--- src/rtl/i_decode_pkg.sv ---
// Shared opcode encodings, control-vector layout and the control ROM
// used by the decode stage.
package i_decode_pkg;

    typedef enum logic [5:0] {
        OP_RTYPE = 6'h00,
        OP_BEQ   = 6'h04,
        OP_LW    = 6'h23,
        OP_SW    = 6'h2B
    } opcode_e;

    typedef struct packed {
        logic [3:0] ex;   // {RegDst, ALUOp[1:0], ALUSrc}
        logic [2:0] m;    // {Branch, MemRead, MemWrite}
        logic [1:0] wb;   // {RegWrite, MemtoReg}
    } ctrl_t;

    localparam ctrl_t CTRL_NONE  = '0;
    localparam ctrl_t CTRL_RTYPE = '{ex: 4'b1100, m: 3'b000, wb: 2'b10};
    localparam ctrl_t CTRL_LW    = '{ex: 4'b0001, m: 3'b010, wb: 2'b11};
    localparam ctrl_t CTRL_SW    = '{ex: 4'b0001, m: 3'b001, wb: 2'b00};
    localparam ctrl_t CTRL_BEQ   = '{ex: 4'b0010, m: 3'b100, wb: 2'b00};

    // The all-zero word is a nop and must not decode as an R-type.
    function automatic ctrl_t decode_ctrl(input logic [31:0] instr);
        ctrl_t c;
        c = CTRL_NONE;
        if (instr != '0) begin
            case (instr[31:26])
                OP_RTYPE: c = CTRL_RTYPE;
                OP_LW:    c = CTRL_LW;
                OP_SW:    c = CTRL_SW;
                OP_BEQ:   c = CTRL_BEQ;
                default:  c = CTRL_NONE;
            endcase
        end
        return c;
    endfunction

endpackage

--- src/rtl/i_decode_if.sv ---
// ID/EX pipeline latch bundle: decode drives it, execute consumes it.
interface i_decode_if;

    logic [1:0]  ID_EX_wb;
    logic [2:0]  ID_EX_m;
    logic [3:0]  ID_EX_ex;
    logic [31:0] ID_EX_npc;
    logic [31:0] ID_EX_readdat1;
    logic [31:0] ID_EX_readdat2;
    logic [31:0] ID_EX_sign_ext;
    logic [4:0]  ID_EX_rs;
    logic [4:0]  ID_EX_rt;
    logic [4:0]  ID_EX_rd;

    modport master (
        output ID_EX_wb, ID_EX_m, ID_EX_ex, ID_EX_npc,
               ID_EX_readdat1, ID_EX_readdat2, ID_EX_sign_ext,
               ID_EX_rs, ID_EX_rt, ID_EX_rd
    );

    modport slave (
        input  ID_EX_wb, ID_EX_m, ID_EX_ex, ID_EX_npc,
               ID_EX_readdat1, ID_EX_readdat2, ID_EX_sign_ext,
               ID_EX_rs, ID_EX_rt, ID_EX_rd
    );

endinterface

--- src/rtl/i_decode_register_file.sv ---
// 32x32 register file: two async read ports with write-through bypass,
// one synchronous write port, r0 hardwired to zero.
module register_file (
    input  logic        clk,
    input  logic        rst_n,
    input  logic [4:0]  read_reg1,
    input  logic [4:0]  read_reg2,
    output logic [31:0] read_data1,
    output logic [31:0] read_data2,
    input  logic        reg_write,
    input  logic [4:0]  write_reg,
    input  logic [31:0] write_data
);

    logic [31:0] regs [32];

    always_ff @(posedge clk or negedge rst_n) begin
        if (!rst_n) begin
            for (int unsigned i = 0; i < 32; i++) begin
                regs[i] <= '0;
            end
        end else if (reg_write && write_reg != '0) begin
            regs[write_reg] <= write_data;
        end
    end

    // Bypass lets a same-cycle writeback reach the ID/EX latch.
    always_comb begin
        read_data1 = regs[read_reg1];
        if (read_reg1 == '0)
            read_data1 = '0;
        else if (reg_write && write_reg == read_reg1)
            read_data1 = write_data;
    end

    always_comb begin
        read_data2 = regs[read_reg2];
        if (read_reg2 == '0)
            read_data2 = '0;
        else if (reg_write && write_reg == read_reg2)
            read_data2 = write_data;
    end

endmodule

--- src/rtl/i_decode.sv ---
// Instruction-decode stage: field/control decode, register read,
// load-use hazard detection and the ID/EX pipeline latch.
module i_decode
    import i_decode_pkg::*;
(
    input  logic        clk,
    input  logic        rst_n,
    input  logic [31:0] IF_ID_instruction,
    input  logic [31:0] IF_ID_npc,
    input  logic        MEM_WB_reg_write,
    input  logic [4:0]  MEM_WB_rd,
    input  logic [31:0] MEM_WB_write_data,
    input  logic        EX_MEM_PC_Source,
    output logic        stall,
    i_decode_if.master  id_ex
);

    logic [4:0]  rs;
    logic [4:0]  rt;
    logic [4:0]  rd;
    logic [31:0] sign_ext;
    logic [31:0] read_data1;
    logic [31:0] read_data2;
    ctrl_t       ctrl;
    logic        bubble;

    assign rs       = IF_ID_instruction[25:21];
    assign rt       = IF_ID_instruction[20:16];
    assign rd       = IF_ID_instruction[15:11];
    assign sign_ext = {{16{IF_ID_instruction[15]}}, IF_ID_instruction[15:0]};
    assign ctrl     = decode_ctrl(IF_ID_instruction);

    register_file u_register_file (
        .clk        (clk),
        .rst_n      (rst_n),
        .read_reg1  (rs),
        .read_reg2  (rt),
        .read_data1 (read_data1),
        .read_data2 (read_data2),
        .reg_write  (MEM_WB_reg_write),
        .write_reg  (MEM_WB_rd),
        .write_data (MEM_WB_write_data)
    );

    // A taken branch squashes this instruction, so it cannot also stall.
    assign stall = id_ex.ID_EX_m[1] && (id_ex.ID_EX_rt != '0) &&
                   ((id_ex.ID_EX_rt == rs) || (id_ex.ID_EX_rt == rt)) &&
                   !EX_MEM_PC_Source;
    assign bubble = stall || EX_MEM_PC_Source;

    always_ff @(posedge clk or negedge rst_n) begin
        if (!rst_n) begin
            id_ex.ID_EX_wb       <= '0;
            id_ex.ID_EX_m        <= '0;
            id_ex.ID_EX_ex       <= '0;
            id_ex.ID_EX_npc      <= '0;
            id_ex.ID_EX_readdat1 <= '0;
            id_ex.ID_EX_readdat2 <= '0;
            id_ex.ID_EX_sign_ext <= '0;
            id_ex.ID_EX_rs       <= '0;
            id_ex.ID_EX_rt       <= '0;
            id_ex.ID_EX_rd       <= '0;
        end else begin
            id_ex.ID_EX_wb       <= bubble ? '0 : ctrl.wb;
            id_ex.ID_EX_m        <= bubble ? '0 : ctrl.m;
            id_ex.ID_EX_ex       <= bubble ? '0 : ctrl.ex;
            id_ex.ID_EX_npc      <= IF_ID_npc;
            id_ex.ID_EX_readdat1 <= read_data1;
            id_ex.ID_EX_readdat2 <= read_data2;
            id_ex.ID_EX_sign_ext <= sign_ext;
            id_ex.ID_EX_rs       <= rs;
            id_ex.ID_EX_rt       <= rt;
            id_ex.ID_EX_rd       <= rd;
        end
    end

endmodule
--- src/flat_wrapper.sv ---
// flat-port wrapper written by rule: the top's interface ports become plain ports
module i_decode_flat import i_decode_pkg::*;
  (clk, rst_n, IF_ID_instruction, IF_ID_npc, MEM_WB_reg_write, MEM_WB_rd, MEM_WB_write_data, EX_MEM_PC_Source, stall, id_ex_ID_EX_wb, id_ex_ID_EX_m, id_ex_ID_EX_ex, id_ex_ID_EX_npc, id_ex_ID_EX_readdat1, id_ex_ID_EX_readdat2, id_ex_ID_EX_sign_ext, id_ex_ID_EX_rs, id_ex_ID_EX_rt, id_ex_ID_EX_rd);
  i_decode_if id_ex_i ();
  input  logic clk;
  input  logic rst_n;
  input  logic [31:0] IF_ID_instruction;
  input  logic [31:0] IF_ID_npc;
  input  logic MEM_WB_reg_write;
  input  logic [4:0] MEM_WB_rd;
  input  logic [31:0] MEM_WB_write_data;
  input  logic EX_MEM_PC_Source;
  output logic stall;
  output wire logic [$bits(id_ex_i.ID_EX_wb)-1:0] id_ex_ID_EX_wb;
  output wire logic [$bits(id_ex_i.ID_EX_m)-1:0] id_ex_ID_EX_m;
  output wire logic [$bits(id_ex_i.ID_EX_ex)-1:0] id_ex_ID_EX_ex;
  output wire logic [$bits(id_ex_i.ID_EX_npc)-1:0] id_ex_ID_EX_npc;
  output wire logic [$bits(id_ex_i.ID_EX_readdat1)-1:0] id_ex_ID_EX_readdat1;
  output wire logic [$bits(id_ex_i.ID_EX_readdat2)-1:0] id_ex_ID_EX_readdat2;
  output wire logic [$bits(id_ex_i.ID_EX_sign_ext)-1:0] id_ex_ID_EX_sign_ext;
  output wire logic [$bits(id_ex_i.ID_EX_rs)-1:0] id_ex_ID_EX_rs;
  output wire logic [$bits(id_ex_i.ID_EX_rt)-1:0] id_ex_ID_EX_rt;
  output wire logic [$bits(id_ex_i.ID_EX_rd)-1:0] id_ex_ID_EX_rd;
  assign id_ex_ID_EX_wb = id_ex_i.ID_EX_wb;
  assign id_ex_ID_EX_m = id_ex_i.ID_EX_m;
  assign id_ex_ID_EX_ex = id_ex_i.ID_EX_ex;
  assign id_ex_ID_EX_npc = id_ex_i.ID_EX_npc;
  assign id_ex_ID_EX_readdat1 = id_ex_i.ID_EX_readdat1;
  assign id_ex_ID_EX_readdat2 = id_ex_i.ID_EX_readdat2;
  assign id_ex_ID_EX_sign_ext = id_ex_i.ID_EX_sign_ext;
  assign id_ex_ID_EX_rs = id_ex_i.ID_EX_rs;
  assign id_ex_ID_EX_rt = id_ex_i.ID_EX_rt;
  assign id_ex_ID_EX_rd = id_ex_i.ID_EX_rd;
  i_decode u_core (.clk(clk), .rst_n(rst_n), .IF_ID_instruction(IF_ID_instruction), .IF_ID_npc(IF_ID_npc), .MEM_WB_reg_write(MEM_WB_reg_write), .MEM_WB_rd(MEM_WB_rd), .MEM_WB_write_data(MEM_WB_write_data), .EX_MEM_PC_Source(EX_MEM_PC_Source), .stall(stall), .id_ex(id_ex_i));
endmodule
--- config.mk ---
export PLATFORM = sky130hd
export DESIGN_NAME = i_decode_flat
export DESIGN_NICKNAME = d
export VERILOG_FILES = /design/src/rtl/i_decode_pkg.sv /design/src/rtl/i_decode_if.sv /design/src/rtl/i_decode_register_file.sv /design/src/rtl/i_decode.sv /design/src/flat_wrapper.sv
export SDC_FILE = /design/constraint.sdc
export NUM_CORES = 2
export LEC_CHECK = 0
export BUFFER_PORTS_ARGS = -buffer_cell sky130_fd_sc_hd__buf_2
export CAP_MARGIN = 5
export CORE_MARGIN = 2
export CORE_UTILIZATION = 50
export DETAILED_ROUTE_END_ITERATION = 6
export PLACE_DENSITY_LB_ADDON = 0.25
export SYNTH_ARGS = -nofsm -noshare
export SYNTH_HDL_FRONTEND = slang
export SYNTH_SLANG_ARGS = --single-unit
--- constraint.sdc ---
create_clock -name clk -period 1.9 [get_ports clk]
set_input_delay 0.095 -clock clk [delete_from_list [all_inputs] [get_ports clk]]
set_output_delay 0.095 -clock clk [all_outputs]
set_load 0.02 [all_outputs]
; ---- Word-level counts from Yosys, hierarchy flattened
; Cells that the tools add are included.
[classes]
order_cmp = 4
eq_ne = 7
n_mux = 18
n_bitwise = 3
n_reduce_logical = 16
[ops]
columns = op, n
row1 = bitwise mux 1024 bit, 1
row2 = binary-select mux 32 bit (select 5 bit), 2
row3 = 2-to-1 mux 32 bit, 9
row4 = demux 32 bit (select 5 bit), 1
row5 = case mux 9 bit (4 select lines), 1
row6 = nonzero test 32 bit, 1
row7 = == test 5 bit, 4
row8 = ">= comparator 6 bit, second input constant", 3
row9 = inverter 5 -> 6 bit, 3
row10 = "== test 6 bit, second input constant", 2
row11 = zero test 5 bit, 2
row12 = nonzero test 5 bit, 2
row13 = 2-to-1 mux 9 bit, 1
row14 = logical AND 1 bit, 7
row15 = "== test 6 x 3 -> 1 bit, second input constant", 1
row16 = zero test 6 bit, 1
row17 = "< comparator 6 x 1 -> 1 bit, second input constant", 1
row18 = 2-to-1 mux 4 bit, 1
row19 = 2-to-1 mux 3 bit, 1
row20 = logical OR 1 bit, 2
row21 = 2-to-1 mux 2 bit, 1
row22 = zero test 1 bit, 1
[word_totals]
regBits = 1160
inputBits = 105
elab_cells = 90

; ---- Depth between registers and ports, before layout
[logic_depth]
depth_word = 6
depth_mapped = 11

; ---- Hierarchy
; A second synthesis with hierarchy kept.
[hier_totals]
hier_cells = 4060
area_unflattened_um2 = 58848.9
[by_module_without_submodules]
columns = module, n_inst, cells_each, area_each_um2, seq_area_each_um2
row1 = register_file, 1, 3866, 55169.2, 25624.6
row2 = i_decode, 1, 194, 3679.8, 3203.1

; ---- Worst setup path after synthesis
; No wires, ideal clock.
[synth_path]
kind = in2reg
startpoint = input port IF_ID_instruction[21]
endpoint = register u_core.id_ex.ID_EX_readdat1[10] (netlist name)
setup_time_ns = 0.121
arrival_time_ns = 1.660
path_slack_ns = 0.119
stages = 7
path_buffers = 3
path_cell_list = buf_4 buf_2 buf_2 mux4_2 a22oi_1 nand3_1 a22o_1
[synth_via]
elab_chain_len = 6
elab_cells_between_ends = 9
[synth_lines]
columns = element, line_no
row1 = from (decl), flat_wrapper.sv:7  ; input logic [31:0] IF_ID_instruction;
row2 = inverter 5 -> 6 bit (not written as such), i_decode_register_file.sv:29  ; read_data1 = regs[read_reg1];
row3 = binary-select mux 32 bit (select 5 bit), i_decode_register_file.sv:29
row4 = 2-to-1 mux 32 bit (not written as such) (2 in series), i_decode_register_file.sv:29
row5 = 2-to-1 mux 32 bit, i_decode_register_file.sv:32  ; else if (reg_write && write_reg == read_reg1)
row6 = 2-to-1 mux 32 bit (*), i_decode_register_file.sv:30  ; if (read_reg1 == '0)
row7 = named net u_core.read_data1[10], i_decode.sv:22  ; logic [31:0] read_data1;
row8 = to (signal assigned), i_decode.sv:68  ; id_ex.ID_EX_readdat1 <= read_data1;
row9 = to (decl), i_decode_if.sv:17  ; ID_EX_readdat1, ID_EX_readdat2, ID_EX_sign_ext,
; Mark *: on every way through the listed nets, which the timed path passes. The rest lies on a longest branch. The select of a mux whose other input is x is not followed.
; A chain may end at the register's enable or synchronous reset.

; ---- Worst setup path in the final report
[layout_path]
startpoint = register u_core.id_ex.ID_EX_rt[2] (netlist name)
endpoint = output port stall
[layout_via]
elab_chain_len = 4
elab_cells_between_ends = 7
[layout_lines]
columns = element, line_no
row1 = from (decl), i_decode_if.sv:18  ; ID_EX_rs, ID_EX_rt, ID_EX_rd
row2 = from (signal assigned), i_decode.sv:72  ; id_ex.ID_EX_rt <= rt;
row3 = == test 5 bit or nonzero test 5 bit (tied branches), "i_decode.sv:47, i_decode.sv:46"
row4 = logical OR 1 bit or logical AND 1 bit (tied branches), "i_decode.sv:47, i_decode.sv:46"
row5 = logical AND 1 bit (*), i_decode.sv:46  ; assign stall = id_ex.ID_EX_m[1] && (id_ex.ID_EX_rt != '0) &&
row6 = logical AND 1 bit (*), i_decode.sv:47  ; ((id_ex.ID_EX_rt == rs) || (id_ex.ID_EX_rt == rt)) &&
row7 = to (decl), flat_wrapper.sv:13  ; output logic stall;
; Mark *: on every way between the ends. The rest lies on a longest branch, timed or not.

==> key figures <==
Outcome
  – Status: finished, violations left
  – Failing checks: negative setup slack

Power
  – PD cells: 1020 mW/mm^2
  – Worst VDD drop: 0.000920 V
  – LEAKAGE: 31.3 nW

Clock tree
  – CTS tree: yes
  – CTS Root Cell: clkbuf_16
  – CTS buffer count: 131
  – Worst-path clk slew: 0.06 ns
  – Number of H-tree levels: 4
  – CTS sink cnt: 1152
  – Clk_lat worst skew: 0.75 ns
  – CTS Buffer Depth: 3

Cells and area
  – Fin cells: 6062
  – NumNets Final: 4546
  – Layout cell share with drive strength beyond 1: 0.542
  – Synthesis-to-finish area growth: 20.9%
  – Final Core Density: 0.609

Synth
  – Simple-gate portion of the synthesized area: 0.0260
  – Post-synth EDFFs: 0
  – XOR/XNOR Fraction of Synth Area: 0.00299
  – Mux contribution to synthesized area: 0.396
  – Sequential fraction of the synthesis area: 0.491
  – Main combinational cell family by area after synthesis: multiplexers
  – Adder-cell share of the synthesized area: 0
  – #FFs+latches synth: 1152
  – Synthesized net count: 4017
  – Mapped Avg Cell Area: 15.0 um^2
  – Post-Syn Instances: 3912
  – Synth Warn #: 0
  – Post-synth cell types: 60
  – Asr flop ratio synth: 1.00
  – Post-synthesis compound-gate area fraction: 0.0442
  – Primary FF master, synth: dfrtp_1
  – Syn Std Cell Area: 0.0587 mm^2

Worst hold path
  – Hold Path End: u_core.id_ex.ID_EX_readdat1[22]
  – Worst hold start: MEM_WB_write_data[22]
  – Worst Hold Class: input pin to register
  – Hold Path Depth: 2

Global route
  – Gr ovfl total: 0
  – Antenna violations before repair: 7
  – First-pass GRT wire length: 289000 um
  – Largest net degree at the start of global routing: 107
  – GRT Total Usage: 0.331
  – Vias in the first global route: 41200

Timing
  – Clk_skew: 0.0240 ns
  – Fin worst setup slack: -0.262 ns
  – Final Critical Period: 2.16 ns
  – RSZ-0062 raised after global routing: true
  – Setup TNS: -0.266 ns
  – Worst slew pin tran: 1.18 ns
  – Period utilization: 1.14
  – Final hold vios: 0
  – Final setup fails: 2
  – Fin. max-slew vios: 0
  – Worst slew margin: 0.210
  – Achievable Freq: 463 MHz
  – WHS: 0.0447 ns

Worst setup path
  – Worst Path Arrival: 2.07 ns
  – Worst r2r src: u_core.u_register_file.regs[867]
  – CP Launch Type: register
  – Crit-path max FO: 3
  – CP Capture Type: output port
  – Flop2flop setup slack: 0.04 ns
  – R2R depth: 6
  – CP required: 1.80 ns
  – Crit path kind: register to output port
  – Worst flop-to-flop path endpoint: u_core.id_ex.ID_EX_readdat2[3]

Routing
  – Routed WL: 198000 um
  – Residual DRC: 0
  – DR vias: 40400
  – Initial DRC count: 4420
  – Routed vias/inst: 6.66
  – WL/cell: 32.6 um
  – Detail Route Antenna Nets: 0
  – Detailed Routing Iterations Pass 1: 5

Floorplanning
  – I/O pins: 258
  – Chip height: 347 um
  – Row cnt: 125
  – Starting Density: 0.504
  – Core ar.: 0.116 mm^2
  – Die area: 0.120 mm^2
  – DIE WIDTH: 347 um

Placement
  – RePlAce Congestion: 0.872
  – Placed cells: 5680
  – Port Buffers: 257
  – Final HPWL DP: 126000 um

Job
  – Max cap viols: 0
worst max-delay path: stages, from the launching register on:
cell and delay [ns]:
dfrtp_1 0.41, xnor2_1 0.20, nand2_1 0.10, o22ai_2 0.20, and4b_1 0.26, buf_6 0.13
routing by layer:
layer	global-route usage	vias up	part of all wire
li1	-	16100	-
met1	0.461	21600	0.41
met2	0.502	2176	0.45
met3	0.0817	469	0.098
met4	0.131	8	0.042
met5	0	-	0.00028
stage by stage:
step	total power, W	instance area (um^2)	worst slack [ns]
2_1_floorplan	0.0416	58700	0.119
3_3_place_gp	0.0462	65100	-0.448
3_5_place_dp	0.0468	65100	-0.448
4_1_cts	0.0723	70900	-0.218
5_1_grt	0.0749	70900	-0.325
6_report	0.0722	70900	-0.262
worst max path at each step:
stage	from	end	slack [ns]	cells past startpoint
after floorplan	IF_ID_instruction[21]	u_core.id_ex.ID_EX_readdat1[10]	0.12	7
after global placement	IF_ID_instruction[20]	u_core.id_ex.ID_EX_readdat2[14]	-0.45	8
after detailed placement	IF_ID_instruction[20]	u_core.id_ex.ID_EX_readdat2[14]	-0.45	8
after CTS	u_core.id_ex.ID_EX_rt[1]	stall	-0.22	5
after global routing	u_core.id_ex.ID_EX_rt[2]	stall	-0.32	5
final	u_core.id_ex.ID_EX_rt[2]	stall	-0.26	5
cells by family (layout without fill, tap and decap cells):
| logic type | after synthesis | in the layout |
|---|---|---|
| mux | 1605 | 1605 |
| flops | 1152 | 1152 |
| buf+inv | 457 | 1078 |
| compound gates | 371 | 371 |
| simple gates | 307 | 307 |
| xor+xnor | 20 | 20 |
| other cells | 0 | 5 |
sequential cells by signal, indices dropped and copies added (netlist names):
name and flops:
u_core.id_ex.ID_EX_rt 5, u_core.u_register_file.regs 1024, u_core.id_ex.ID_EX_readdat2 32, u_core.id_ex.ID_EX_npc 32, u_core.id_ex.ID_EX_ex 3, u_core.id_ex.ID_EX_m 1, u_core.id_ex.ID_EX_sign_ext 15, u_core.id_ex.ID_EX_wb 2
u_core.id_ex.ID_EX_rs 5, u_core.id_ex.ID_EX_rd 1, u_core.id_ex.ID_EX_readdat1 32
timing repair:
action / CTS / global route
setup endpoints to repair: 1 / 3
hold buffers: 146 / 0
resized for setup: 4 / 6
hold endpoints to repair: 1802 / 0
pin swaps: 4 / 1
setup buffers: 6 / 0
gates cloned: 0 / 0
area by class of cell:
cell class                      instances  area (um^2)
Antenna cell                            5         12.5
Timing Repair Buffer                  849         8110
Inverter                                4         15.0
Fill cell                            8797        45500
Clock buffer                          186         3810
Sequential cell                      1152        28800
Tap cell                             1524         1910
Clock inverter                         39          430
Multi-Input combinational cell       2303        27800
synthesized netlist by cell type, types with 37 or more instances:
library cell  instances  area (um^2)
clkbuf_1            196          736
mux2i_1             101         1010
buf_1                61          229
buf_4                42          315
nand2_1              84          315
mux4_2              448        10100
a211oi_1             49          368
dfrtp_1            1152        28800
o22ai_1              87          544
mux2_2             1040        11700
a22oi_1              51          383
o21ai_0              46          230
buf_2               123          616
nor2_1               76          285
a21oi_1              37          185
power by group:
part           switching [W]  total (W)  internal, W
logic                0.00598     0.0147      0.00869
registers            0.00331     0.0323       0.0290
clock network         0.0105     0.0253       0.0148
placed cells by master, fill, tap and decap left out, drive strengths merged, types with 23 or more instances in the layout:
master / netlist / final
dfrtp: 1152 / 1152
mux2: 1040 / 1040
buf: 256 / 702
mux4: 464 / 464
clkbuf: 197 / 187
dlygate4sd3: 0 / 146
mux2i: 101 / 101
o22ai: 87 / 87
nand2: 84 / 84
nor2: 77 / 77
a22oi: 51 / 51
a211oi: 50 / 50
o21ai: 50 / 50
a21oi: 37 / 37
nand3: 35 / 35
nor2b: 26 / 26
nor4: 23 / 23
No activity file was read; power rests on OpenSTA's default activity.
